**config.mk**
```make
export PLATFORM = sky130hd
export DESIGN_NAME = ifns_decoder_seq
export DESIGN_NICKNAME = d
export VERILOG_FILES = /design/src/rtl/ifns_decoder_seq.sv
export SDC_FILE = /design/constraint.sdc
export NUM_CORES = 1
export LEC_CHECK = 0
export CAP_MARGIN = 20
export CORE_UTILIZATION = 40
export CTS_CLUSTER_SIZE = 16
export DETAILED_ROUTE_END_ITERATION = 7
export GPL_ROUTABILITY_DRIVEN = 0
export MAX_ROUTING_LAYER = met4
export PLACE_DENSITY = 0.56
export REMOVE_ABC_BUFFERS = 1
export SYNTH_ARGS = -nofsm -noshare
export SYNTH_HDL_FRONTEND = slang
export SYNTH_SLANG_ARGS = --single-unit
export TNS_END_PERCENT = 20
```
**constraint.sdc**
```tcl
create_clock -name clk -period 6.5 [get_ports clk]
set_input_delay 1.625 -clock clk [delete_from_list [all_inputs] [get_ports clk]]
set_output_delay 1.625 -clock clk [all_outputs]
set_load 0.02 [all_outputs]
```
**src/rtl/ifns_decoder_seq.sv**
```systemverilog
// Sequential Fibonacci-weighted codeword decoder that handles BPC bits per cycle, LSB first.
// Define IFNS_RANGE_CHECK_EN to saturate at 2^W and flag overflow on out_err; otherwise results wrap modulo 2^W.
module ifns_decoder_seq #(
  parameter int N   = 31,
  parameter int W   = 22,
  parameter int BPC = 4
) (
  input  logic         clk,
  input  logic         rst,
  input  logic         clr,
  input  logic         in_valid,
  output logic         in_ready,
  input  logic [N-1:0] in_code,
  output logic         out_valid,
  input  logic         out_ready,
  output logic [W-1:0] out_data,
  output logic         out_err
);

  localparam int C    = (N + BPC - 1) / BPC;
  localparam int CW   = C * BPC;
  localparam int CNTW = (C > 1) ? $clog2(C) : 1;

`ifdef IFNS_RANGE_CHECK_EN
  localparam int AW = W + 1;
  localparam logic [AW-1:0] SAT = {1'b1, {W{1'b0}}};

  // Once a value reaches 2^W it stays there, so bit W marks any overflow.
  function automatic logic [AW-1:0] add_w(input logic [AW-1:0] a, input logic [AW-1:0] b);
    logic [AW:0] s;
    s = {1'b0, a} + {1'b0, b};
    if (s > {1'b0, SAT}) add_w = SAT;
    else                 add_w = s[AW-1:0];
  endfunction
`else
  localparam int AW = W;

  function automatic logic [AW-1:0] add_w(input logic [AW-1:0] a, input logic [AW-1:0] b);
    add_w = a + b;
  endfunction
`endif

  typedef enum logic [1:0] {IDLE, RUN, DONE} state_t;

  state_t          state_reg;
  logic [CW-1:0]   code_reg;
  logic [AW-1:0]   acc_reg, wa_reg, wb_reg;
  logic [AW-1:0]   acc_next, wa_next, wb_next;
  logic [CNTW-1:0] cnt_reg;
  logic            valid_reg;
  logic [W-1:0]    data_reg;
`ifdef IFNS_RANGE_CHECK_EN
  logic            err_reg;
`endif

  // The code register is padded to a whole number of chunks, so positions >= N read as zero.
  always_comb begin
    acc_next = acc_reg;
    wa_next  = wa_reg;
    wb_next  = wb_reg;
    for (int j = 0; j < BPC; j++) begin
      if (code_reg[j]) acc_next = add_w(acc_next, wa_next);
      {wa_next, wb_next} = {wb_next, add_w(wa_next, wb_next)};
    end
  end

  always_ff @(posedge clk or posedge rst) begin
    if (rst) begin
      state_reg <= IDLE;
      code_reg  <= '0;
      acc_reg   <= '0;
      wa_reg    <= '0;
      wb_reg    <= '0;
      cnt_reg   <= '0;
      valid_reg <= 1'b0;
      data_reg  <= '0;
`ifdef IFNS_RANGE_CHECK_EN
      err_reg   <= 1'b0;
`endif
    end else if (clr) begin
      state_reg <= IDLE;
      valid_reg <= 1'b0;
    end else begin
      case (state_reg)
        IDLE: begin
          if (in_valid) begin
            code_reg  <= CW'(in_code);
            acc_reg   <= '0;
            wa_reg    <= AW'(1);
            wb_reg    <= AW'(1);
            cnt_reg   <= '0;
            state_reg <= RUN;
          end
        end
        RUN: begin
          acc_reg  <= acc_next;
          wa_reg   <= wa_next;
          wb_reg   <= wb_next;
          code_reg <= code_reg >> BPC;
          cnt_reg  <= cnt_reg + CNTW'(1);
          if (cnt_reg == CNTW'(C - 1)) begin
            state_reg <= DONE;
            valid_reg <= 1'b1;
`ifdef IFNS_RANGE_CHECK_EN
            data_reg  <= acc_next[W] ? {W{1'b1}} : acc_next[W-1:0];
            err_reg   <= acc_next[W];
`else
            data_reg  <= acc_next;
`endif
          end
        end
        DONE: begin
          if (out_ready) begin
            valid_reg <= 1'b0;
            state_reg <= IDLE;
          end
        end
        default: state_reg <= IDLE;
      endcase
    end
  end

  assign in_ready  = (state_reg == IDLE) && !clr;
  assign out_valid = valid_reg;
  assign out_data  = data_reg;
`ifdef IFNS_RANGE_CHECK_EN
  assign out_err   = err_reg;
`else
  assign out_err   = 1'b0;
`endif

endmodule

```
==> run summary, run 1 <==
initial antenna violation count = 1
CP endpoint kind = register
top cells by area, synth = dfrtp_1 23%, ha_1 16%, nand2_1 5.8%
CP max stage delay = 0.43 ns
Worst setup SP type = register
Hold Fails Final Rpt = 0
via count of the first global-routing pass = 13706
post-route core utilization = 57.87%
Pins Over Slew Limit = 0
share of post-route cells with drive strength above 1 = 31.26%
Yosys warning total = 0
critical path's top delay family = compound AO/OA/AOI/OAI gates
maxcap violations = 0
average wire per standard cell = 17.28 µm
PortBufs = 59
Yosys top cell area share = 23.08%
Worst Path Max Fanout = 5
Critical Path Stages = 37
clock buffer depth = 2
Mapped Area = 13550 µm²
hold slack final = 0.4650 ns
largest area contributor in the netlist = dfrtp_1
# diodes = 0
Setup WS post-layout = -0.5983 ns
Initial DRT Pass Iterations = 5
Crit Path Category = register to register
CTS buffer count = 17
H-tree Lvls = 4
Placed Area = 17460 µm²
ys async rst share = 100.0%
most common cell after layout, fill and taps aside = buf_4
Overall Global Routing Usage = 27.32%
footprint of the multi-input gates = 10830 µm²
syn_area_per_cell = 8.160 µm²
CTS tree = yes
crit path max-delay cell type = a2111oi_4
Max Clk Rate = 0.1409 GHz
DRT iter0 DRCs = 796
initial core utilization = 40.52%
Unique masters post-synth = 82
Seq/Total Area, Yosys = 23.08%
Post-synth top flop = dfrtp_1
cells on worst reg2reg path = 37
Net count, final = 2335
final setup fails = 16
setup TNS = -6.074 ns
most frequent cells in the layout = 426 x buf_4, 204 x nand2_1, 147 x ha_1
CORE AREA = 33450 µm²
register area = 3128 µm²
Final HPWL DP = 34.84 mm
clk slew on worst S/H paths = 0.06 ns
final WL = 44.62 mm
ANT nets after route = 0
Max-slew headroom = 42.39%
WHS Path Cells = 2
hold crit path type = register to register
Top Ports = 61
Clock Sink Count = 125
mean number of vias per cell = 5.413
Clock Latency Late Sink = 0.45 ns
Post-Syn Instances = 1661
Final Cell Area = 19360 µm²
Tightest Pin Transition = 0.8641 ns
# DRC = 0
die area = 34620 µm²
Post-synth EDFFs = 0
Worst Path Arrival = 7.42 ns
grt ovf = 0
die height = 186.1 µm
post-route clock period utilization = 109.2%
Root Buffer = clkbuf_16
site row count = 67
max FFs per register = 31
die width = 186.1 µm
first-pass GRT wire length = 70.48 mm
via count = 13977
Buf+Inv Stages, Crit Path = 7
clk_skew = 0.01235 ns
RSZ-0062 raised after global routing = true
Layout area overhead = 42.83%
status = finished with violations
Critical Path RT = 6.82 ns
minimum clock period = 7.098 ns
failing checks = setup timing
largest net degree at the start of global routing = 88
FF+latch count, synth = 125
Filler Cells Inserted = 2937
[path summary, 6_finish.rpt]
check / from / slack, ns / to
worst max-delay path: acc_reg[1]$_DFFE_PP0P_ / -0.60 / out_data[16]$_DFFE_PP0P_
worst min-delay path: code_reg[30]$_DFFE_PP0P_ / 0.47 / code_reg[30]$_DFFE_PP0P_
worst max register to register: acc_reg[1]$_DFFE_PP0P_ / -0.60 / out_data[16]$_DFFE_PP0P_
worst min register to register: code_reg[30]$_DFFE_PP0P_ / 0.47 / code_reg[30]$_DFFE_PP0P_
max in group asynchronous: rst / 3.69 / out_data[8]$_DFFE_PP0P_
min in group asynchronous: rst / 1.69 / code_reg[13]$_DFFE_PP0P_
[tightest hold or removal path, delay by kind of cell (launching register included)]
kind | cells | cell delay (ns)
DFF | 1 | 0.34
and+or+nand+nor | 2 | 0.10
[through the flow]
stage | worst slack [ns] | cells
global route | -0.9818 | 2582
finish | -0.5983 | 2582
global placement | -0.7825 | 2508
floorplan | -0.4717 | 1610
CTS | -0.3361 | 2569
detailed placement | -0.9595 | 2508
[synthesized netlist by cell type (all sizes together), types with 40 or more instances]
library cell and number:
mux2i 40, inv 83, a21o 40, o21ai 165
dfrtp 125, clkbuf 44, xnor2 85, nand2 210
a21oi 128, xor2 43, nor2 104, ha 170
[layout make-up]
cell class,count,share of cell area (%)
multi-input combinational,1401,55.96
timing repair buffer,492,19.98
sequential,125,16.16
tap,448,2.896
clock buffer,20,2.411
inverter,84,1.655
clock inverter,12,0.9437
[cells by family after synthesis]
kind of cell | count (synthesis) | synth area share [%]
mux | 71 | 5.558
buf+inv | 135 | 3.776
compound gates | 534 | 25.73
other cells | 1 | 0.02767
simple gates | 488 | 16.52
xor+xnor | 129 | 8.438
flops | 125 | 23.08
fa+ha+maj | 178 | 16.88
[what timing repair did]
item | 4_1_cts | 5_1_grt
setup buffers | 30 | 13
hold buffers | 0 | 0
setup endpoints to repair | 26 | 28
pin swaps | 93 | 60
gates resized for setup | 125 | 78
[layer usage]
layer  global-route usage, %  wire [µm]  part of all wire (%)
met5                       -          0                     0
met1                   37.64      22240                    50
met2                   41.88      19660                    44
met4                   8.164        869                   1.9
met3                   2.994       1851                   4.1
Power of run 1 is not shown: default switching activity piles up to over one toggle a cycle in this logic, so the estimate is an artifact.
==> run 2: changes to the inputs <==
--- a/config.mk
+++ b/config.mk
@@ -11,7 +11,7 @@
 export DETAILED_ROUTE_END_ITERATION = 7
 export GPL_ROUTABILITY_DRIVEN = 0
 export MAX_ROUTING_LAYER = met4
-export PLACE_DENSITY = 0.56
+export PLACE_DENSITY = 0.54
 export REMOVE_ABC_BUFFERS = 1
 export SYNTH_ARGS = -nofsm -noshare
 export SYNTH_HDL_FRONTEND = slang
==> constraint.sdc (replaced) <==
create_clock -name clk -period 6.55 [get_ports clk]
set_input_delay 1.6375 -clock clk [delete_from_list [all_inputs] [get_ports clk]]
set_output_delay 1.6375 -clock clk [all_outputs]
set_load 0.02 [all_outputs]
==> run 2 against run 1 <==
  * The flow still finishes with violations (setup timing)
  * Wire length grew 2.1%
  * Setup slack improved by 0.11 ns
  * Clock-buffer cell count is 2 lower
  * Non-clock buffer count shrank 17
  * Largest cell class unchanged
==> run summary, run 2 (synthesized netlist as in run 1, its figures left out) <==
status = finished with violations
failing checks = setup timing
most common cell after layout, fill and taps aside = buf_4
Clock Latency Late Sink = 0.46 ns
worst hold endpoint = code_reg[28]$_DFFE_PP0P_
final setup fails = 14
Net count, final = 2318
busiest layer in global routing = met2
# DRC = 0
first-pass GRT wire length = 70.84 mm
crit path max-delay cell type = or3_4
reg-to-reg setup timing slack = -0.49 ns
die height = 186.1 µm
CP endpoint kind = register
Top Ports = 61
cells on worst reg2reg path = 38
# diodes = 0
Layout area overhead = 43.33%
CORE AREA = 33450 µm²
mean number of vias per cell = 5.474
met3 global-route usage = 3.933%
minimum clock period = 7.039 ns
met1 usage = 38.42%
placed cells = 2483
Tightest Pin Transition = 0.8051 ns
Worst setup SP type = register
DRT iter0 DRCs = 716
initial antenna violation count = 0
Initial DRT Pass Iterations = 5
PortBufs = 59
Clock Sink Count = 125
Critical Path RT = 6.87 ns
Overall Global Routing Usage = 27.66%
Max Clk Rate = 0.1421 GHz
die area = 34620 µm²
grt ovf = 0
post-route clock period utilization = 107.5%
hold_sp = code_reg[28]$_DFFE_PP0P_
Filler Cells Inserted = 2991
via count of the first global-routing pass = 13389
share of post-route cells with drive strength above 1 = 31.60%
clk_skew = 0.01769 ns
Final HPWL DP = 35.17 mm
RSZ-0062 raised after global routing = true
Max-slew headroom = 46.33%
Root Buffer = clkbuf_16
Setup WS post-layout = -0.4889 ns
CP max stage delay = 0.39 ns
Crit Path Category = register to register
via count = 14041
initial core utilization = 40.52%
average wire per standard cell = 17.76 µm
WHS Path Cells = 2
worst r2r src = wa_reg[0]$_DFFE_PP0P_
site row count = 67
Pins Over Slew Limit = 0
CTS tree = yes
Worst Path Max Fanout = 5
final WL = 45.54 mm
Worst Path Arrival = 7.36 ns
die width = 186.1 µm
hold crit path type = register to register
ANT nets after route = 0
clk slew on worst S/H paths = 0.06 ns
Finished Layout Cells = 2565
routing usage on met2 = 41.61%
clock buffer depth = 2
largest net degree at the start of global routing = 81
CTS buffer count = 17
maxcap violations = 0
max FFs per register = 31
reg-to-reg critical path endpoint = acc_reg[20]$_DFFE_PP0P_
cell mode on critical path = a21oi_2
Hold Fails Final Rpt = 0
hold_buf cts = 0
H-tree Lvls = 4
most frequent cells in the layout = 405 x buf_4, 202 x nand2_1, 142 x ha_1
-- run 2: cell count changes in the layout (fill, tap and decap cells not counted), moves of 4 or more --
cell      previous run  this run
buf_4              426       405
o21ai_2              7        14
a21oi_1             94        88
o21ai_1             26        20
ha_1               147       142
ha_4                19        24
a211oi_2             5         1
a21oi_4              0         4
clkinv_4             2         6
-- run 2: per-layer routing --
layer	routed length (µm)	part of all wire, %	up-vias
met5	0	0	-
met4	762	1.7	0
met3	2165	4.8	47
met2	20130	44	347
met1	22490	49	6706
li1	-	-	6941
-- run 2: worst max-delay path, delay by kind of cell, from the launching register on --
family,cells,cell delay [ns]
buffers and inverters,6,0.69
adders and majority gates,5,1.39
and+or+nand+nor,5,0.84
DFF,1,0.35
muxes,1,0.13
xor gates and xnor gates,2,0.40
AOI/OAI and AO/OA,19,3.09
-- run 2: stage by stage --
stage / TNS [ns] / cell area, µm² / setup WS (ns) / utilization, % / hold slack, ns
finish: -4.376 / 19430 / -0.4889 / 58.08 / 0.4654
global placement: -10.72 / 17290 / -1.026 / 51.69 / 0.4481
floorplan: -2.057 / 13360 / -0.4217 / - / 0.4380
detailed placement: -12.61 / 17290 / -1.139 / 51.69 / 0.4557
global route: -10.26 / 19430 / -0.7628 / 58.08 / 0.4950
CTS: -3.428 / 18670 / -0.2918 / 55.82 / 0.4692
-- run 2: timing repair --
item                                    4_1_cts  5_1_grt
resized for setup                           118      117
buffers inserted                             29       23
endpoints found under the setup margin       24       27
pin swaps                                    69       95
-- run 2: final cells by class --
| type | count | area, µm² | area share, % |
|---|---|---|---|
| clock buffer | 18 | 429.2 | 2.209 |
| clock inverter | 14 | 183.9 | 0.9468 |
| inverter | 84 | 320.3 | 1.649 |
| multi-input combinational | 1401 | 11030 | 56.79 |
| sequential | 125 | 3128 | 16.10 |
| tap | 448 | 560.5 | 2.885 |
| timing repair buffer | 475 | 3772 | 19.42 |
-- run 2: worst max-delay path by stage --
stage | cells after the start | slack, ns | from | endpoint
2_1_floorplan | 38 | -0.42 | wa_reg[0]$_DFFE_PP0P_ | out_data[21]$_DFFE_PP0P_
3_3_place_gp | 35 | -1.03 | acc_reg[0]$_DFFE_PP0P_ | acc_reg[18]$_DFFE_PP0P_
3_5_place_dp | 35 | -1.14 | acc_reg[0]$_DFFE_PP0P_ | acc_reg[18]$_DFFE_PP0P_
4_1_cts | 35 | -0.29 | acc_reg[1]$_DFFE_PP0P_ | out_data[21]$_DFFE_PP0P_
5_1_grt | 41 | -0.76 | wa_reg[2]$_DFFE_PP0P_ | out_data[21]$_DFFE_PP0P_
6_report | 38 | -0.49 | wa_reg[0]$_DFFE_PP0P_ | acc_reg[20]$_DFFE_PP0P_
Power of run 2 is left out for the same reason.
